<file path="src/rtl/timer_counter.sv">
// timer_counter: memory-mapped down-count timer with maskable interrupt.
//
// Register window (word offset = Addr[1:0]):
//   0 CTRL   [0] Enable, [2:1] Mode (1 = auto-reload, else one-shot),
//            [3] IM (interrupt mask), [31:4] read as 0
//   1 PRESET reload value
//   2 COUNT  current count (read-only)
//   3 reserved, reads 0, writes ignored
//
// Ports:
//   clk    system clock, all state changes on the rising edge
//   reset  synchronous active-low reset
//   Addr   word address; only Addr[1:0] is decoded
//   WE     write strobe, already qualified by window select
//   Din    merged 32-bit write word
//   Dout   combinational read of the addressed register
//   IRQ    interrupt request = irq_flag & CTRL.IM
module timer_counter (
    input  logic        clk,
    input  logic        reset,
    input  logic [29:0] Addr,
    input  logic        WE,
    input  logic [31:0] Din,
    output logic [31:0] Dout,
    output logic        IRQ
);

    typedef enum logic [1:0] {
        IDLE = 2'd0,
        LOAD = 2'd1,
        CNT  = 2'd2,
        INT  = 2'd3
    } state_t;

    localparam logic [1:0] OFF_CTRL   = 2'd0;
    localparam logic [1:0] OFF_PRESET = 2'd1;
    localparam logic [1:0] OFF_COUNT  = 2'd2;
    localparam logic [1:0] OFF_RSVD   = 2'd3;

    state_t      state;
    state_t      state_nx;
    logic [3:0]  ctrl;
    logic [31:0] preset;
    logic [31:0] count;
    logic [31:0] count_nx;
    logic        irq_flag;
    logic        irq_nx;
    logic        en_clr;

    logic        enable;
    logic        auto_reload;
    logic        irq_mask;
    logic [1:0]  offset;
    logic        wr_ctrl;
    logic        wr_preset;

    // Window selection is done by the bridge; upper address bits are unused.
    logic        unused_addr;
    assign unused_addr = ^Addr[29:2];

    assign offset      = Addr[1:0];
    assign enable      = ctrl[0];
    assign auto_reload = (ctrl[2:1] == 2'b01);
    assign irq_mask    = ctrl[3];
    assign wr_ctrl     = WE && (offset == OFF_CTRL);
    assign wr_preset   = WE && (offset == OFF_PRESET);

    // State register, counter and interrupt flag.
    always_ff @(posedge clk) begin
        if (!reset) begin
            state    <= IDLE;
            count    <= 32'd0;
            irq_flag <= 1'b0;
        end else begin
            state    <= state_nx;
            count    <= count_nx;
            irq_flag <= irq_nx;
        end
    end

    // CTRL: a CPU write in the same cycle as the one-shot auto-clear
    // of Enable takes priority over the clear.
    always_ff @(posedge clk) begin
        if (!reset) begin
            ctrl <= 4'd0;
        end else if (wr_ctrl) begin
            ctrl <= Din[3:0];
        end else if (en_clr) begin
            ctrl[0] <= 1'b0;
        end
    end

    // PRESET is only sampled into COUNT in LOAD, so a write while
    // counting does not disturb the running count.
    always_ff @(posedge clk) begin
        if (!reset) begin
            preset <= 32'd0;
        end else if (wr_preset) begin
            preset <= Din;
        end
    end

    // Next-state logic.
    always_comb begin
        state_nx = state;
        count_nx = count;
        irq_nx   = irq_flag;
        en_clr   = 1'b0;
        unique case (state)
            IDLE: begin
                if (enable) begin
                    state_nx = LOAD;
                end
            end
            LOAD: begin
                count_nx = preset;
                irq_nx   = 1'b0;
                state_nx = CNT;
            end
            CNT: begin
                if (!enable) begin
                    state_nx = IDLE;
                end else if (count > 32'd1) begin
                    count_nx = count - 32'd1;
                end else begin
                    // COUNT<=1 covers PRESET=0, which then acts as 1.
                    count_nx = 32'd0;
                    irq_nx   = 1'b1;
                    state_nx = INT;
                end
            end
            INT: begin
                if (auto_reload) begin
                    // Enable stays set, so IDLE goes straight to LOAD.
                    irq_nx   = 1'b0;
                    state_nx = IDLE;
                end else begin
                    // One-shot keeps irq_flag until the next LOAD.
                    en_clr   = 1'b1;
                    state_nx = IDLE;
                end
            end
            default: begin
                state_nx = IDLE;
            end
        endcase
    end

    // Read mux.
    always_comb begin
        Dout = 32'd0;
        unique case (offset)
            OFF_CTRL:   Dout = {28'd0, ctrl};
            OFF_PRESET: Dout = preset;
            OFF_COUNT:  Dout = count;
            OFF_RSVD:   Dout = 32'd0;
            default:    Dout = 32'd0;
        endcase
    end

    assign IRQ = irq_flag & irq_mask;

endmodule
</file>
<file path="config.mk">
export PLATFORM = sky130hd
export DESIGN_NAME = timer_counter
export DESIGN_NICKNAME = d
export VERILOG_FILES = /design/src/rtl/timer_counter.sv
export SDC_FILE = /design/constraint.sdc
export NUM_CORES = 1
export LEC_CHECK = 0
export CORE_ASPECT_RATIO = 2
export CORE_MARGIN = 3
export CORE_UTILIZATION = 50
export CTS_CLUSTER_SIZE = 30
export DETAILED_ROUTE_END_ITERATION = 12
export PLACE_DENSITY = 0.88
export SKIP_CTS_REPAIR_TIMING = 1
export SYNTH_ARGS = -nofsm -noshare
export SYNTH_HDL_FRONTEND = slang
export SYNTH_SLANG_ARGS = --single-unit
</file>
<file path="constraint.sdc">
create_clock -name clk -period 2.85 [get_ports clk]
set_input_delay 0.4275 -clock clk [delete_from_list [all_inputs] [get_ports clk]]
set_output_delay 0.4275 -clock clk [all_outputs]
set_load 0.05 [all_outputs]
</file>
==> results summary, run 1 <==
The post-synthesis area per instance is between 7 and 8 um2. The count of final hold-check violations is 0. The post-layout total power is 2560 uW. The yosys synthesis warning count is 0. The count of input and output buffers is 69.

By area the synthesized netlist is led by sky130_fd_sc_hd__dfxtp_1, sky130_fd_sc_hd__nand2_1, sky130_fd_sc_hd__a21oi_1, sky130_fd_sc_hd__o21ai_0, sky130_fd_sc_hd__a22o_1. The placed cell count came out at 656. The register area came out at 1420 um2. The data arrival time of the critical path is 2.75 ns. The post-layout net count came out at 640.

The routed design has 13.1 mm of wire. The antenna cell count is 0. The global router's overall resource usage came out at between 20 and 30%.

For the final database, setup skew stands at 0.00590 ns. The worst hold-check slack came out at 0.468 ns. The number of optimization iterations in the first detailed-route pass came out at 5. The type of the most critical hold path is reg -> reg. Tracing the worst setup path back leads to its startpoint at count[1]. The accumulated negative setup slack is 0 ns.

The number of fillers in the final layout came out at 548. Detailed placement finished with a half-perimeter wire length of 8.47 mm. The highest clock frequency the design can meet came out at 388 MHz.

The power density over cell area is 476 nW/um2. The nature of the critical path startpoint is a flop. The wire length of the first global-routing pass came out at 20.8 mm. The final critical path time including I/O delays and setup came out at 2.58 ns. The pin count of the biggest net entering global routing came out at 47.

In this run, the number of DRC markers left after iteration 0 of detailed routing was ~370. The required time at the endpoint of the critical path came out at 3.03 ns. The post-synthesis register bit count came out at between 70 and 80. After detailed routing, the average wire length per cell comes to around 20 um. The number of global-route vias before repair came to 4545. The latest clock arrival within the worst-skew pair is 0.34 ns. The critical path goes through inv_1 -> ha_1 -> or3b_2 -> or4_4 -> o31a_1 -> o21ai_1 -> a221oi_2. In this run the horizontal extent of the chip is between 60 and 70 um. The number of standard cells in the layout, taps in and fillers out is between 600 and 700.

The pin slew with the least headroom to its limit came out at 0.905 ns. The layout cell share with drive strength beyond 1 came out at 14.9%. The netlist uses 59 different library cells. The count of endpoints failing setup in the final report is 0. The routability congestion estimate came out at ~0.93. The vertical extent of the die is 133 um. The number of antenna violations at the first check in global routing is 0. The worst hold path begins at preset[5]. The aggregate global routing overflow came out at 0.

The most used flip-flop cell after synthesis is sky130_fd_sc_hd__dfxtp_1. Compared with the post-synthesis result, the final layout area differs by 34.3%. In the routed layout, each cell is associated on average with a via count of around 6.6.

The top cell type's share of synthesized area came out at 35.5%. The longest clock path from root to sink contains 2 buffers. In this run, CTS created clock tree buffers numbering 9. Once the floorplan was initialized, standard cells occupied 51.9% of the core.

The gate count after technology mapping is around 520. In this design, the largest share of critical-path delay is due to simple AND/OR/NAND/NOR gates. The post-layout utilization of the core came out at a little over two thirds.

Pin placement for this block handled between 90 and 100 I/O pins. The delay of the slowest critical-path stage came out at 0.59 ns. In the synthesized netlist the async set-or-reset flop fraction comes to 0%. Summing all multi-input logic gate instances after layout gives around 2400 um2. The number of antenna-violating nets in the routed design is 0. For this design the static power due to leakage is roughly 0.0020 uW. Headroom to the max-slew limit came out at 39.5%. The synthesized area came out at 4010 um2. The detailed-route via count is 4404. The number of remaining DRC errors is 0. The slowest stage of the critical path is the sky130_fd_sc_hd__or4_4 cell. The floorplan has 45 rows. The maximum ir drop on the vdd rail came out at 0.000482 V.

The maximum level of the CTS H-tree is 3. The category of the critical setup timing path is reg -> reg. The cell taking the most area after synthesis is sky130_fd_sc_hd__dfxtp_1. When the netlist entered floorplanning its net count stood at 584. The maximum fanout encountered on the critical timing path is 5. The synthesized design contains 0 enable-type register cells. The sequential cell area fraction in the yosys report came out at between 30% and 40%. STA classifies the critical path endpoint as a flop.

The clock-pin slew reported for the worst setup and hold paths after clock tree synthesis came out at about 0.05 ns. The die covers 9190 um2. The max-capacitance violation count came out at 0. TritonCTS built the clock tree.

CTS placed an instance of sky130_fd_sc_hd__clkbuf_16 at the clock tree root. The startpoint identified for the worst register-to-register timing path is count[1]. The final cycle utilization of the critical path came out at 90.4%. The area of the core region is around 7700 um2. Setup repair after global routing left no endpoint under its margin. The flow ran to the end, and the final reports show no timing, DRC or antenna violations. The number of slew-limit violations in the final report came out at 0. The count of buffer and inverter cells on the critical path came out at 1. The TritonCTS sink count came out at between 70 and 80.
Yosys cell counts (3+ instances only):
cell type,instances
sky130_fd_sc_hd__o21a_1,7
sky130_fd_sc_hd__or4_1,5
sky130_fd_sc_hd__and2_1,4
sky130_fd_sc_hd__a31oi_1,5
sky130_fd_sc_hd__inv_1,9
sky130_fd_sc_hd__a221oi_1,6
sky130_fd_sc_hd__mux2i_1,8
sky130_fd_sc_hd__a21oi_1,63
sky130_fd_sc_hd__nand2_1,95
sky130_fd_sc_hd__clkbuf_1,33
sky130_fd_sc_hd__nor4_1,6
sky130_fd_sc_hd__o31a_1,3
sky130_fd_sc_hd__nor2_1,22
sky130_fd_sc_hd__a22oi_1,5
sky130_fd_sc_hd__a22o_1,28
sky130_fd_sc_hd__xnor2_1,3
sky130_fd_sc_hd__o21ai_0,50
sky130_fd_sc_hd__or2_2,3
sky130_fd_sc_hd__nor2b_1,5
sky130_fd_sc_hd__or4_4,8
sky130_fd_sc_hd__a211oi_1,5
sky130_fd_sc_hd__nand3_1,7
sky130_fd_sc_hd__or3_1,9
sky130_fd_sc_hd__nor3_1,8
sky130_fd_sc_hd__dfxtp_1,71
sky130_fd_sc_hd__buf_2,4
placed cells by master (no fill, tap or decap), types with 6 or more instances in the layout:
| cell | Yosys | layout |
|---|---|---|
| sky130_fd_sc_hd__a21oi_1 | 63 | 63 |
| sky130_fd_sc_hd__a221oi_1 | 6 | 6 |
| sky130_fd_sc_hd__a22o_1 | 28 | 28 |
| sky130_fd_sc_hd__buf_12 | 0 | 34 |
| sky130_fd_sc_hd__buf_4 | 0 | 14 |
| sky130_fd_sc_hd__clkbuf_16 | 0 | 9 |
| sky130_fd_sc_hd__clkdlybuf4s50_1 | 0 | 37 |
| sky130_fd_sc_hd__dfxtp_1 | 71 | 71 |
| sky130_fd_sc_hd__inv_1 | 9 | 9 |
| sky130_fd_sc_hd__mux2i_1 | 8 | 8 |
| sky130_fd_sc_hd__nand2_1 | 95 | 95 |
| sky130_fd_sc_hd__nand3_1 | 7 | 7 |
| sky130_fd_sc_hd__nor2_1 | 22 | 22 |
| sky130_fd_sc_hd__nor3_1 | 8 | 8 |
| sky130_fd_sc_hd__nor4_1 | 6 | 6 |
| sky130_fd_sc_hd__o21a_1 | 7 | 7 |
| sky130_fd_sc_hd__o21ai_0 | 50 | 50 |
| sky130_fd_sc_hd__or3_1 | 9 | 9 |
| sky130_fd_sc_hd__or4_4 | 8 | 8 |
tightest hold or removal path, stage by stage (launching register included):
cell                      delay, ns
sky130_fd_sc_hd__dfxtp_1       0.31
sky130_fd_sc_hd__nand2_1       0.05
sky130_fd_sc_hd__a21oi_1       0.05
final cells by class:
class,instances,area share [%]
Clock buffer,13,4.84
Clock inverter,1,0.0930
Inverter,10,0.698
Multi-Input combinational cell,396,44.3
Sequential cell,71,26.4
Tap cell,94,2.19
Timing Repair Buffer,85,21.5
power breakdown:
group	internal [uW]	switching [uW]	leakage, uW
registers	1020	29.4	0.000575
logic	212	273	0.00132
clock network	625	402	0.000132
per-layer routing:
layer	share of wire, %	wire length [um]	global-route usage [%]	vias up
li1	-	-	-	2014
met1	33	4360	26.0	2065
met2	54	7140	51.6	240
met3	6.6	861	6.54	85
met4	5.8	757	20.2	0
met5	0	0	0	-
kinds of logic after synthesis:
group,synth area share (%)
buffers and inverters,5.19
flip-flops,35.5
XOR/XNOR,0.656
adder cells (fa/ha/maj),0.625
AO/OA/AOI/OAI,31.3
AND/OR/NAND/NOR,24.5
multiplexers,2.28
registers in the layout, summed over array words and instances, names as in the netlist:
name	flops
count	32
preset	32
ctrl	4
state	2
irq_flag	1
through the flow:
stage	area [um2]	setup slack [ns]
2_1_floorplan	4010	0.461
3_3_place_gp	5110	0.410
3_5_place_dp	5110	0.363
4_1_cts	5380	0.272
5_1_grt	5380	0.131
6_report	5380	0.273
worst paths after layout:
| path | end | slack (ns) | cells after the start |
|---|---|---|---|
| max | count[24] | 0.27 | 7 |
| max reg2reg | count[24] | 0.27 | 7 |
| min | preset[5] | 0.47 | 2 |
| min reg2reg | preset[5] | 0.47 | 2 |
(Power assumes the default switching activity.)
==> run 2: changes to the inputs <==
--- a/config.mk
+++ b/config.mk
@@ -10,6 +10,7 @@
 export CORE_UTILIZATION = 50
 export CTS_CLUSTER_SIZE = 30
 export DETAILED_ROUTE_END_ITERATION = 12
+export HOLD_SLACK_MARGIN = 0.02
 export PLACE_DENSITY = 0.88
 export SKIP_CTS_REPAIR_TIMING = 1
 export SYNTH_ARGS = -nofsm -noshare
==> results of run 2 <==
Final layout, timing and power as in run 1 (identical DEF).
==> run 3: changes to the inputs <==
--- a/config.mk
+++ b/config.mk
@@ -12,6 +12,7 @@
 export DETAILED_ROUTE_END_ITERATION = 12
 export HOLD_SLACK_MARGIN = 0.02
 export PLACE_DENSITY = 0.88
+export SETUP_SLACK_MARGIN = 0.4
 export SKIP_CTS_REPAIR_TIMING = 1
 export SYNTH_ARGS = -nofsm -noshare
 export SYNTH_HDL_FRONTEND = slang
==> run 3 against run 2 <==
Utilization grew 1.1 points; fmax grew 4.0%; total power grew 0.93%; flip-flop and latch count is the same; clock-buffer cell count is the same; worst setup slack gained 0.10 ns; clock power is essentially flat.
==> results summary, run 3 (same netlist as run 1, synthesis figures left out) <==
Commonest cells after routing, fill and taps aside: sky130_fd_sc_hd__nand2_1, sky130_fd_sc_hd__dfxtp_1, sky130_fd_sc_hd__a21oi_1 (unchanged). The count of buffer and inverter cells on the critical path is 0 (was 1). Registers with the most flip-flops: count x32, preset x32, ctrl x4 (unchanged). The power density over cell area is 473 nW/um2 (was 476 nW/um2). The sequential share of power came out at 40.6% (was 40.9%). The number of buffers inserted during clock tree synthesis came out at 9 (unchanged). The maximum fanout encountered on the critical timing path came out at 9 (was 5).

The startpoint of the worst hold path is preset[5] (unchanged). The cell type group with the largest total delay on the critical path is simple AND/OR/NAND/NOR gates (unchanged). The area of the core region came out at 7710 um2 (unchanged). The post-layout utilization of the core came to 70.8% (was 69.7%). The register-to-register setup slack came out at 0.37 ns (was 0.27 ns).

The nature of the critical path startpoint is a flop (unchanged). The wire length of the first global-routing pass came out at 20.8 mm (unchanged). The startpoint of the most critical register-to-register path was count[12] (was count[1]). The worst hold-check slack is 0.469 ns (was 0.468 ns). The end of the worst register-to-register path is count[29] (was count[24]). The most frequent standard cell in the layout excluding fill and tap cells was sky130_fd_sc_hd__nand2_1 (unchanged). The count of endpoints failing setup in the final report is 0 (unchanged). The post-layout total power was 2580 uW (was 2560 uW). The clock-pin slew reported for the worst setup and hold paths after clock tree synthesis came out at 0.05 ns (about the same). The chip width came out at 69.3 um (unchanged).

The total half-perimeter wirelength after legalization and detailed placement came to 8.47 mm (unchanged). The maximum ir drop on the vdd rail is 0.000490 V (was 0.000482 V). The final cycle utilization of the critical path came out at 86.9% (was 90.4%). Worst-path cell chain: or4_4 -> or4_4 -> nor4_1 -> o21ai_1 -> a21oi_1 (was inv_1 -> ha_1 -> or3b_2 -> or4_4 -> o31a_1 -> o21ai_1 -> a221oi_2). The required time at the endpoint of the critical path is 3.12 ns (was 3.03 ns). The number of slew-limit violations in the final report is 0 (unchanged).

The average wire length per cell after detail routing is 19.9 um (was 19.6 um). The number of optimization iterations in the first detailed-route pass is 6 (was 5). The antenna cell count is 0 (unchanged). The number of standard cells in the layout, taps in and fillers out is 674 (was 670). The combined area of the multi-input logic cells is 2430 um2 (was 2380 um2). The worst setup path endpoint is count[29] (was count[24]). Setup repair after global routing missed its margin: true (was false). The cell at the root of the clock tree is sky130_fd_sc_hd__clkbuf_16 (unchanged). The category of the critical setup timing path is reg -> reg (unchanged).

The type of the most critical hold path is reg -> reg (unchanged). The net load switching power came out at 717 uW (was 704 uW). The initial detailed-routing violation count is 441 (was 373). The count of input and output buffers was 69 (unchanged). The data arrival time of the critical path is 2.75 ns (about the same). The number of fillers in the final layout came to 527 (was 548). The detailed-route via count came out at 4502 (was 4404). The count of standard-cell rows came to 45 (unchanged). The number of global-route vias before repair came to 4545 (unchanged).

The highest clock frequency the design can meet came out at 404 MHz (was 388 MHz). Status: completed (unchanged). The aggregate global routing overflow came to 0 (unchanged). The vertical extent of the die is 133 um (unchanged). The delay of the slowest critical-path stage is 0.65 ns (was 0.59 ns). The most used routing layer in global routing is met2 (unchanged). The CTS tree is built (unchanged). The maximum level of the CTS H-tree is 3 (unchanged). The latest clock arrival within the worst-skew pair is 0.34 ns (about the same). The layout overhead on the synthesized area is 36.4% (was 34.3%).

The standby leakage power is 0.00206 uW (was 0.00203 uW). The accumulated negative setup slack is 0 ns (unchanged). The number of antenna-violating nets in the routed design is 0 (unchanged). The internal power component is 1870 uW (was 1860 uW). The worst-case reg-to-reg path depth came out at 5 (was 7). The most repeated library cell on the critical path is sky130_fd_sc_hd__or4_4.

The register area is 1420 um2 (about the same). The average vias per placed instance came out at 6.68 (was 6.57). The layout cell share with drive strength beyond 1 is 17.2% (was 14.9%). The worst clock skew came to 0.00727 ns (was 0.00590 ns). The count of final hold-check violations is 0 (unchanged).

The post-layout net count is 644 (was 640). The clock network power share came out at 39.7% (was 40.1%). The met3 capacity usage during global routing came out at 6.54% (unchanged). The number of remaining DRC errors is 0 (unchanged). The number of buffers on the longest clock path came out at 2 (unchanged). The pin slew with the least headroom to its limit came out at 0.908 ns (was 0.905 ns). The total detailed-routing wirelength came out at 13.4 mm (was 13.1 mm). The headroom to the max-slew limit is 39.3% (was 39.5%). The TritonCTS sink count is 71 (unchanged). The die footprint came out at 9190 um2 (unchanged). The origin of the worst setup path was count[12] (was count[1]). The endpoint type of the worst setup path is a flop (unchanged). The slowest cell on the critical path was sky130_fd_sc_hd__or4_4 (unchanged).

The met2 routing resource usage after global routing came to 51.6% (unchanged). The number of antenna violations at the first check in global routing is 0 (unchanged). The global router's overall resource usage came out at 28.0% (unchanged). The number of I/O pins came out at 98 (unchanged). The routability congestion estimate is 0.935 (unchanged). The met1 capacity usage during global routing was 26.0% (unchanged). The logic depth of the worst setup path including buffers was 5 (was 7). The pin count of the biggest net entering global routing was 47 (unchanged). The final critical path time including I/O delays and setup was 2.48 ns (was 2.58 ns). The switching power as a share of total power was 27.7% (was 27.5%).

The placed cell count came out at 656 (unchanged). The max-capacitance violation count came out at 0 (unchanged). The fraction of power consumed by combinational cells is 19.7% (was 19.0%). The effective utilization at floorplan came out at 51.9% (unchanged).
run 3: cell types whose count changed in the layout (fill, tap and decap cells not counted), sizes merged:
cell,change
buf,+4
run 3: worst min-delay path by stage:
stage,endpoint,slack (ns),cells after the start
5_1_grt,preset[5],0.49,2
3_3_place_gp,preset[4],0.46,2
4_1_cts,preset[5],0.47,2
6_report,preset[5],0.47,2
2_1_floorplan,count[21],0.44,2
3_5_place_dp,preset[5],0.46,2
run 3: layout make-up:
type	instances	share of cell area, %
clock inverters	1	0.0916
multi-input cells	396	44.5
clock buffers	13	4.76
well taps	94	2.15
repair buffers	89	21.7
inverters	10	0.687
flip-flops and latches	71	26.0
run 3: power groups by stage:
stage	clock [uW]	combinational [uW]	sequential (uW)
after floorplan	0	299	1060
after global placement	0	455	1070
after detailed placement	0	467	1070
after CTS	1030	476	1050
after global routing	1070	541	1050
final	1030	509	1050
run 3: worst min-delay path, cell delays in order, from the launching register on:
cell	delay, ns
sky130_fd_sc_hd__dfxtp_1	0.32
sky130_fd_sc_hd__nand2_1	0.05
sky130_fd_sc_hd__a21oi_1	0.05
run 3: per-layer routing:
metal / share of wire, % / up-vias
li1: - / 2017
met3: 8.0 / 87
met1: 31 / 2108
met2: 54 / 290
met5: 0 / -
met4: 6.2 / 0
run 3: through the flow:
step / instance area, um2 / setup slack (ns)
finish: 5460 / 0.373
global route: 5460 / 0.336
CTS: 5380 / 0.272
detailed placement: 5110 / 0.363
global placement: 5110 / 0.410
floorplan: 4010 / 0.461
